==> config.mk <==
export PLATFORM = sky130hd
export DESIGN_NAME = hit_judge
export DESIGN_NICKNAME = d
export VERILOG_FILES = /design/src/rtl/hit_judge.sv
export SDC_FILE = /design/constraint.sdc
export NUM_CORES = 1
export LEC_CHECK = 0
export ABC_AREA = 1
export CAP_MARGIN = 20
export CORE_AREA = 2 2 116 118
export CTS_BUF_LIST = sky130_fd_sc_hd__clkbuf_4 sky130_fd_sc_hd__clkbuf_8 sky130_fd_sc_hd__clkbuf_16
export CTS_CLUSTER_DIAMETER = 80
export DETAILED_ROUTE_END_ITERATION = 10
export DIE_AREA = 0 0 118 120
export PLACE_DENSITY = 0.73
export SLEW_MARGIN = 30
export SYNTH_ARGS = -nofsm -noshare
export SYNTH_HDL_FRONTEND = slang
export SYNTH_SLANG_ARGS = --single-unit
==> constraint.sdc <==
create_clock -name clk -period 3.2 [get_ports clk]
set_clock_uncertainty 0.15 [all_clocks]
set_input_delay 0.48 -clock clk [delete_from_list [all_inputs] [get_ports clk]]
set_output_delay 0.48 -clock clk [all_outputs]
set_load 0.03 [all_outputs]
==> src/rtl/hit_judge.sv <==
// hit_judge: timing judge for the rhythm-game note lane.
// Debounces the player button, grades each accepted press against the two
// bottom slots of the scrolling note matrix (rows 0-1 = perfect, rows 2-3 =
// near), flags notes that scroll out unjudged, and keeps saturating tallies.
// All outputs are registered; there is no combinational input-to-output path.

module hit_judge #(
    parameter int LANE_LO    = 12,
    parameter int LANE_HI    = 15,
    parameter int DEB_CYCLES = 4,
    parameter int CNT_W      = 10,
    parameter int PTS_SCORE  = 3,
    parameter int PTS_NEAR   = 1
) (
    input  logic                  clk,
    input  logic                  RST,
    input  logic                  KEY,
    input  logic [15:0][15:0]     RedPixels,
    input  logic                  step,
    output logic                  score,
    output logic                  near,
    output logic                  miss,
    output logic [1:0]            clr_slot,
    output logic [CNT_W+1:0]      points,
    output logic [CNT_W-1:0]      combo,
    output logic [CNT_W-1:0]      max_combo
);

    localparam int DEB_W = $clog2(DEB_CYCLES + 1);
    localparam logic [DEB_W-1:0] DEB_LAST = DEB_W'(DEB_CYCLES - 1);
    localparam int PW = CNT_W + 3;
    localparam logic [CNT_W-1:0] CNT_MAX = '1;
    localparam logic [CNT_W+1:0] PTS_MAX = '1;

    typedef enum logic [1:0] {
        UP        = 2'd0,
        DOWN_WAIT = 2'd1,
        DOWN      = 2'd2,
        UP_WAIT   = 2'd3
    } deb_state_t;

    deb_state_t       deb_state;
    logic [DEB_W-1:0] deb_cnt;
    logic             press;

    logic             occ0;
    logic             occ1;
    logic             jd0;
    logic             jd1;
    logic             grade0;
    logic             grade1;
    logic             miss_now;

    logic [PW-1:0]    pts_sum;
    logic [CNT_W+1:0] points_next;
    logic [CNT_W-1:0] combo_next;
    logic [CNT_W-1:0] max_next;

    // Only rows 0-3 of the lane columns matter; the rest of the matrix is
    // folded here so the full port stays connected without lint noise.
    logic             unused_pixels;
    assign unused_pixels = ^RedPixels;

    // Slot occupancy: any lit lane pixel in rows 0-1 (slot 0) or rows 2-3 (slot 1)
    always_comb begin
        occ0 = 1'b0;
        occ1 = 1'b0;
        for (int c = LANE_LO; c <= LANE_HI; c++) begin
            occ0 = occ0 | RedPixels[0][c] | RedPixels[1][c];
            occ1 = occ1 | RedPixels[2][c] | RedPixels[3][c];
        end
    end

    // Debounce FSM: a level is accepted only after it has held through the wait
    // state; entering DOWN emits a single registered press pulse
    always_ff @(posedge clk or negedge RST) begin
        if (!RST) begin
            deb_state <= UP;
            deb_cnt   <= '0;
            press     <= 1'b0;
        end else begin
            press <= 1'b0;
            case (deb_state)
                UP: begin
                    if (KEY) begin
                        deb_state <= DOWN_WAIT;
                        deb_cnt   <= '0;
                    end
                end
                DOWN_WAIT: begin
                    if (!KEY) begin
                        deb_state <= UP;
                    end else if (deb_cnt == DEB_LAST) begin
                        deb_state <= DOWN;
                        press     <= 1'b1;
                    end else begin
                        deb_cnt <= deb_cnt + DEB_W'(1);
                    end
                end
                DOWN: begin
                    if (!KEY) begin
                        deb_state <= UP_WAIT;
                        deb_cnt   <= '0;
                    end
                end
                UP_WAIT: begin
                    if (KEY) begin
                        deb_state <= DOWN;
                    end else if (deb_cnt == DEB_LAST) begin
                        deb_state <= UP;
                    end else begin
                        deb_cnt <= deb_cnt + DEB_W'(1);
                    end
                end
                default: begin
                    deb_state <= UP;
                    deb_cnt   <= '0;
                end
            endcase
        end
    end

    // Grading against the pre-step slots: slot 0 has priority, judged slots
    // count as empty, and an unjudged slot 0 leaving on step is a miss
    always_comb begin
        grade0   = press & occ0 & ~jd0;
        grade1   = press & ~grade0 & occ1 & ~jd1;
        miss_now = step & occ0 & ~jd0 & ~grade0;
    end

    // Next tally values; a near that coincides with a miss is graded first and
    // then wiped by the miss, so the combo ends at zero in that cycle
    always_comb begin
        pts_sum = {1'b0, points};
        if (grade0) begin
            pts_sum = pts_sum + PW'(PTS_SCORE);
        end else if (grade1) begin
            pts_sum = pts_sum + PW'(PTS_NEAR);
        end
        if (pts_sum > {1'b0, PTS_MAX}) begin
            points_next = PTS_MAX;
        end else begin
            points_next = pts_sum[PW-2:0];
        end

        combo_next = combo;
        if (grade0 | grade1) begin
            if (combo != CNT_MAX) begin
                combo_next = combo + CNT_W'(1);
            end
        end
        if (miss_now) begin
            combo_next = '0;
        end

        max_next = (combo_next > max_combo) ? combo_next : max_combo;
    end

    // Register the result pulses and move judged flags along with the scroll
    always_ff @(posedge clk or negedge RST) begin
        if (!RST) begin
            score    <= 1'b0;
            near     <= 1'b0;
            miss     <= 1'b0;
            clr_slot <= 2'b00;
            jd0      <= 1'b0;
            jd1      <= 1'b0;
        end else begin
            score    <= grade0;
            near     <= grade1;
            miss     <= miss_now;
            clr_slot <= {grade1, grade0};
            if (step) begin
                jd0 <= jd1 | grade1;
                jd1 <= 1'b0;
            end else begin
                if (grade0) begin
                    jd0 <= 1'b1;
                end
                if (grade1) begin
                    jd1 <= 1'b1;
                end
            end
        end
    end

    // Saturating tallies for points, current combo and best combo
    always_ff @(posedge clk or negedge RST) begin
        if (!RST) begin
            points    <= '0;
            combo     <= '0;
            max_combo <= '0;
        end else begin
            points    <= points_next;
            combo     <= combo_next;
            max_combo <= max_next;
        end
    end

endmodule

# After elaboration in Yosys (flattened, before gate mapping)

Index checks and enable logic that the tools add are counted.

Equal/unequal tests: 11
Multipliers: 0
Mux-type cells: 26
Divide/modulo/power cells: 0
Add/subtract/negate cells: 4
Reductions and logical operators: 5
Order comparisons: 2
Shift operators: 0
Bitwise gates (word level): 27

Operator list:

| cell                                                                    | number |
|---|---|
| 10-bit 2-to-1 mux                                                       | 3 |
| 13-bit 2-to-1 mux                                                       | 2 |
| 1-bit OR                                                                | 16 |
| 3-bit 2-to-1 mux                                                        | 5 |
| 12-bit by 1-bit adder with 13-bit output (second input constant)        | 1 |
| 12-bit by 2-bit adder with 13-bit output (second input constant)        | 1 |
| 13-bit by 12-bit > comparator with 1-bit output (second input constant) | 1 |
| 12-bit 2-to-1 mux                                                       | 1 |
| 2-bit 2-to-1 mux                                                        | 6 |
| 3-bit case mux with 4 select lines                                      | 1 |
| 10-bit by 1-bit adder with 10-bit output (second input constant)        | 1 |
| 10-bit > comparator                                                     | 1 |
| 10-bit != test (second input constant)                                  | 1 |
| 1-bit AND                                                               | 8 |
| 2-bit != test (second input constant)                                   | 4 |
| 2-bit case mux with 4 select lines                                      | 1 |
| 4-bit AND reduction                                                     | 2 |
| 1-bit 2-to-1 mux                                                        | 7 |
| 3-bit != test (second input constant)                                   | 2 |
| 2-bit == test (second input constant)                                   | 2 |
| 2-bit nonzero test                                                      | 2 |
| 3-bit by 1-bit adder with 3-bit output (second input constant)          | 1 |
| 3-bit by 2-bit == test with 1-bit output (second input constant)        | 1 |
| 1-bit inverter                                                          | 3 |
| other kinds (2)                                                         | 2 |

Input port bits: 260
Register bits after elaboration: 45
Output and inout port bits: 37
Latch bits: 0
Memories kept: 0
Word-level logic and storage cells: 87
Memory bits (read-only): 0
RAM bits: 0

# Logic depth before layout (Yosys ltp)

Depth in word-level cells: 17
Depth in mapped cells: 22
Depth with buffers taken out: 22

# Worst setup path before layout

No wires, ideal clock.

Path type: register -> register
From: register combo[0]
To: register max_combo[0]
Arrival time: 2580 ps
Path slack: 351 ps
Clock period less this slack: 2849 ps
Cell stages (with the launch flop): 23
Setup time: 119 ps
Path through: dfrtp_1 ha_1 inv_1 nor2_4 nand2_4 nor2_8 inv_2 nand2_1 inv_1 nand2_1 nand2_1 nor2_1 ha_1 nand2_1 inv_1 nand2_1 nand2_1 nand2_1 nand3_1 nand2_1 clkinv_1 nand4_1 nand2_1

Longest elaborated chain between the ends: 5

RTL lines:

| what                                                                              | line     | RTL |
|---|---|---|
| start, declared                                                                   | 25       | `output logic [CNT_W-1:0] combo,` |
| start signal, assigned                                                            | 195      | `combo <= combo_next;` |
| 10-bit by 1-bit adder with 10-bit output / 10-bit != test (equally long branches) | 149, 148 |  |
| 10-bit 2-to-1 mux (*)                                                             | 148      | `if (combo != CNT_MAX) begin` |
| 10-bit 2-to-1 mux (*)                                                             | 147      | `if (grade0 \| grade1) begin` |
| 10-bit 2-to-1 mux (*)                                                             | 152      | `if (miss_now) begin` |
| named net combo_next[4]                                                           | 56       | `logic [CNT_W-1:0] combo_next;` |
| 10-bit > comparator (*)                                                           | 156      | `max_next = (combo_next > max_combo) ? combo_next : max_combo;` |
| end signal, assigned                                                              | 196      | `max_combo <= max_next;` |
| end, declared                                                                     | 26       | `output logic [CNT_W-1:0] max_combo` |

The timed path passes the listed nets; every way through them passes the cells marked *.
A chain may end at the register's enable or synchronous reset.

# Worst setup path after layout

From: input port RedPixels[13] in the netlist's numbering
To: register max_combo[9]

Longest elaborated chain between the ends: 16

RTL lines:

| what                       | line     | RTL |
|---|---|---|
| start, declared            | 18       | `input logic [15:0][15:0] RedPixels,` |
| 1-bit OR (*) (6 in series) | 69       | `occ0 = occ0 \| RedPixels[0][c] \| RedPixels[1][c];` |
| 1-bit AND (2 in series)    | 126      | `grade0 = press & occ0 & ~jd0;` |
| 1-bit inverter             | 127, 128 |  |
| 1-bit AND (3 in series)    | 127      | `grade1 = press & ~grade0 & occ1 & ~jd1;` |
| 1-bit OR                   | 147      |  |
| 10-bit 2-to-1 mux          | 147      |  |
| 10-bit 2-to-1 mux (*)      | 152      |  |
| named net combo_next[9]    | 56       |  |
| 10-bit > comparator        | 156      |  |

Marks and branches as above.

==> metrics.csv <==
metric;value;unit
Nets;801;
Final Cell Area;4195;um^2
Post-Syn Nets;724;
dpl hpwl;6442;um
Yosys top cell area share;0.3455;
fill count;1378;
Max FO, Critical Path;6;
status;complete, no violations;
Power Total;0.002608;W
Fin. Hold Viols;0;
cell area after synthesis;3114;um^2
most frequent cell after synthesis;nand2_1;
# IOs;297;
post-synthesis instance total;449;
Worst-Skew Late Latency;290;ps
pre-CTS setup slack;-205.4;ps
crit path DAT;3040;ps
gpl congestion;0.8635;
Setup crit start;RedPixels[13];
synth top area cells;dfrtp_1, nand2_1, inv_1;
Cell variety after synth;33;
CTS Buf Count;5;
1st-iter DRT viols;159;
reg2reg setup slack;420;ps
Area growth syn-to-layout;34.71;%
P_int;0.001494;W
Sequential cell area;1076;um^2
DRC violations left;0;
Synth warnings;0;
maxcap violations;0;
PD cells;621.6;nW/um^2
Slew Limit Headroom;0.6155;
vias in the first global route;2881;
clock tree buffer depth;2;
H-tree depth;2;
Tot GR Track Use;0.1201;
Initial Util;0.2399;
total gr overflow;0;
setup_tns;0;ps
clk sinks;43;
Rows;42;
prevailing post-synth register cell;dfrtp_1;
register area share after synthesis;0.3455;
diode count;0;
CTS tree;done;
fin util;0.3232;
reg-to-reg endpoint;max_combo[9];
final critical-path share of the clock period;0.9399;
area leader, netlist;dfrtp_1;
Detailed Route WL;8591;um
fmax;0.3325;GHz
actual slew at the worst max-slew pin;576.8;ps
Port Buffers;56;
Die Span Y;120;um
first-pass GRT wire length;13990;um
crit path launch type;input pin;
number of hold buffers added after CTS;0;
Die ar.;14160;um^2
placed cell area;3956;um^2
final slew viol count;0;
CP Capture Type;register;
sequential power share;0.284;
NetSw;0.001114;W
ANT nets after route;0;
Min Clock Period, post-route;3008;ps
multi-input logic area;1714;um^2
Crit Path Category;input pin to register;
core area;12980;um^2
Die Width;118;um
commonest cells in the netlist;nand2_1, inv_1, dfrtp_1;
via-per-instance ratio;4.366;
Avg Cell Area, Syn;6.936;um^2
CTS clock-pin slew for the worst setup and hold paths;60;ps
leakage power;2.082;nW
Synth async-reset ratio;1.000;
DR pass1 iterations;5;
Clk pwr share;0.211;
worst vdd ir;0.8784;mV
Root Driver;clkbuf_16;
Vias;3069;
Setup crit end;max_combo[9];
min-delay worst type;input pin to asynchronous set/reset pin;
initial antenna violation count;0;
Net Sw Frac;0.4273;
Req. time, crit path;3230;ps
routed len/inst;12.22;um
share of cells above drive strength 1;0.1347;
setup ws final;192.4;ps
Comb pwr share;0.505;
largest net degree at the start of global routing;44;
Final setup viols;0;
r2r startpoint;combo[1];
Post-synth EDFFs;0;
Synth Register Bits;43;
R2R cell count;23;
==> layout by cell type, fill, tap and decap left out, drive strengths merged, types with 2 or more instances in the layout <==
| master | count |
|---|---|
| inv | 67 |
| buf | 27 |
| clkdlybuf4s50 | 55 |
| xor2 | 8 |
| nand2 | 156 |
| nand3 | 40 |
| nor3 | 5 |
| ha | 15 |
| o21bai | 2 |
| dfrtp | 43 |
| a21oi | 12 |
| xnor2 | 2 |
| o21ai | 14 |
| nor2 | 44 |
| nand3b | 2 |
| nand4 | 23 |
| clkbuf | 7 |
==> cell type report <==
class | instances | area share
Timing Repair Buffer | 82 | 0.1843
Sequential cell | 43 | 0.2565
Clock inverter | 1 | 0.001789
Clock buffer | 7 | 0.03639
Tap cell | 176 | 0.05249
Multi-Input combinational cell | 327 | 0.4086
Inverter | 67 | 0.05995
==> sequential cells by signal, summed over array words and instances, names as in the netlist, named ones only <==
| name | flops |
|---|---|
| clr_slot | 2 |
| combo | 10 |
| deb_cnt | 3 |
| deb_state | 1 |
| jd0 | 1 |
| jd1 | 1 |
| max_combo | 10 |
| miss | 1 |
| points | 12 |
| press | 1 |
==> metal layers <==
metal / vias up / global-route usage / part of all wire
met5: - / 0 / 0
met4: 0 / 0.02485 / 0.012
met3: 13 / 0.03517 / 0.074
met2: 83 / 0.1962 / 0.46
met1: 1393 / 0.1579 / 0.45
li1: 1580 / - / -
==> worst min-delay path by stage <==
stage / end / slack, ps / startpoint / depth (start not counted)
final: points[10] / 40 / RST / 1
after global routing: points[10] / 110 / RST / 1
after CTS: points[10] / 70 / RST / 1
after detailed placement: press / 330 / register / 1
after global placement: press / 320 / register / 1
after floorplan: asynchronous set/reset pin / 30 / RST / 0
==> stage by stage <==
step | hold slack, ps | std cells
2_1_floorplan | 34.41 | 449
3_3_place_gp | 319.2 | 692
3_5_place_dp | 327.5 | 692
4_1_cts | 66.75 | 700
5_1_grt | 105.4 | 703
6_report | 44.98 | 703
==> power by group through the flow <==
stage	Clock, W	Combinational [W]	Sequential [W]
4_1_cts	0.000558	0.00118	0.000742
5_1_grt	0.000574	0.00145	0.000759
3_5_place_dp	0	0.00117	0.000751
6_report	0.000550	0.00132	0.000742
2_1_floorplan	0	0.000617	0.000855
3_3_place_gp	0	0.00116	0.000751
==> cells by family after synthesis <==
family,share of synthesized area
fa+ha+maj,0.06027
buf+inv,0.1197
xor+xnor,0.02813
simple gates,0.3937
flops,0.3455
compound gates,0.05263
==> worst max-delay path: stages <==
cell	delay, ps
clkdlybuf4s50_1	470
inv_1	50
nand2_1	70
nor2_2	40
nand2_2	90
nand3_4	100
buf_4	150
o21ai_2	80
buf_6	160
nand2_2	70
nand2_2	60
nor2_2	40
ha_1	310
nand2_2	120
a21oi_1	60
nor2_2	130
nand3_1	80
nand2_1	100
inv_2	50
buf_4	150
nand4_1	100
nand2_1	50
==> timing repair <==
item | in CTS | in global routing
setup endpoints to repair | 0 | 10
gates resized for setup | 0 | 21
buffers inserted | 0 | 1
Power figures use the tool's default switching activity.
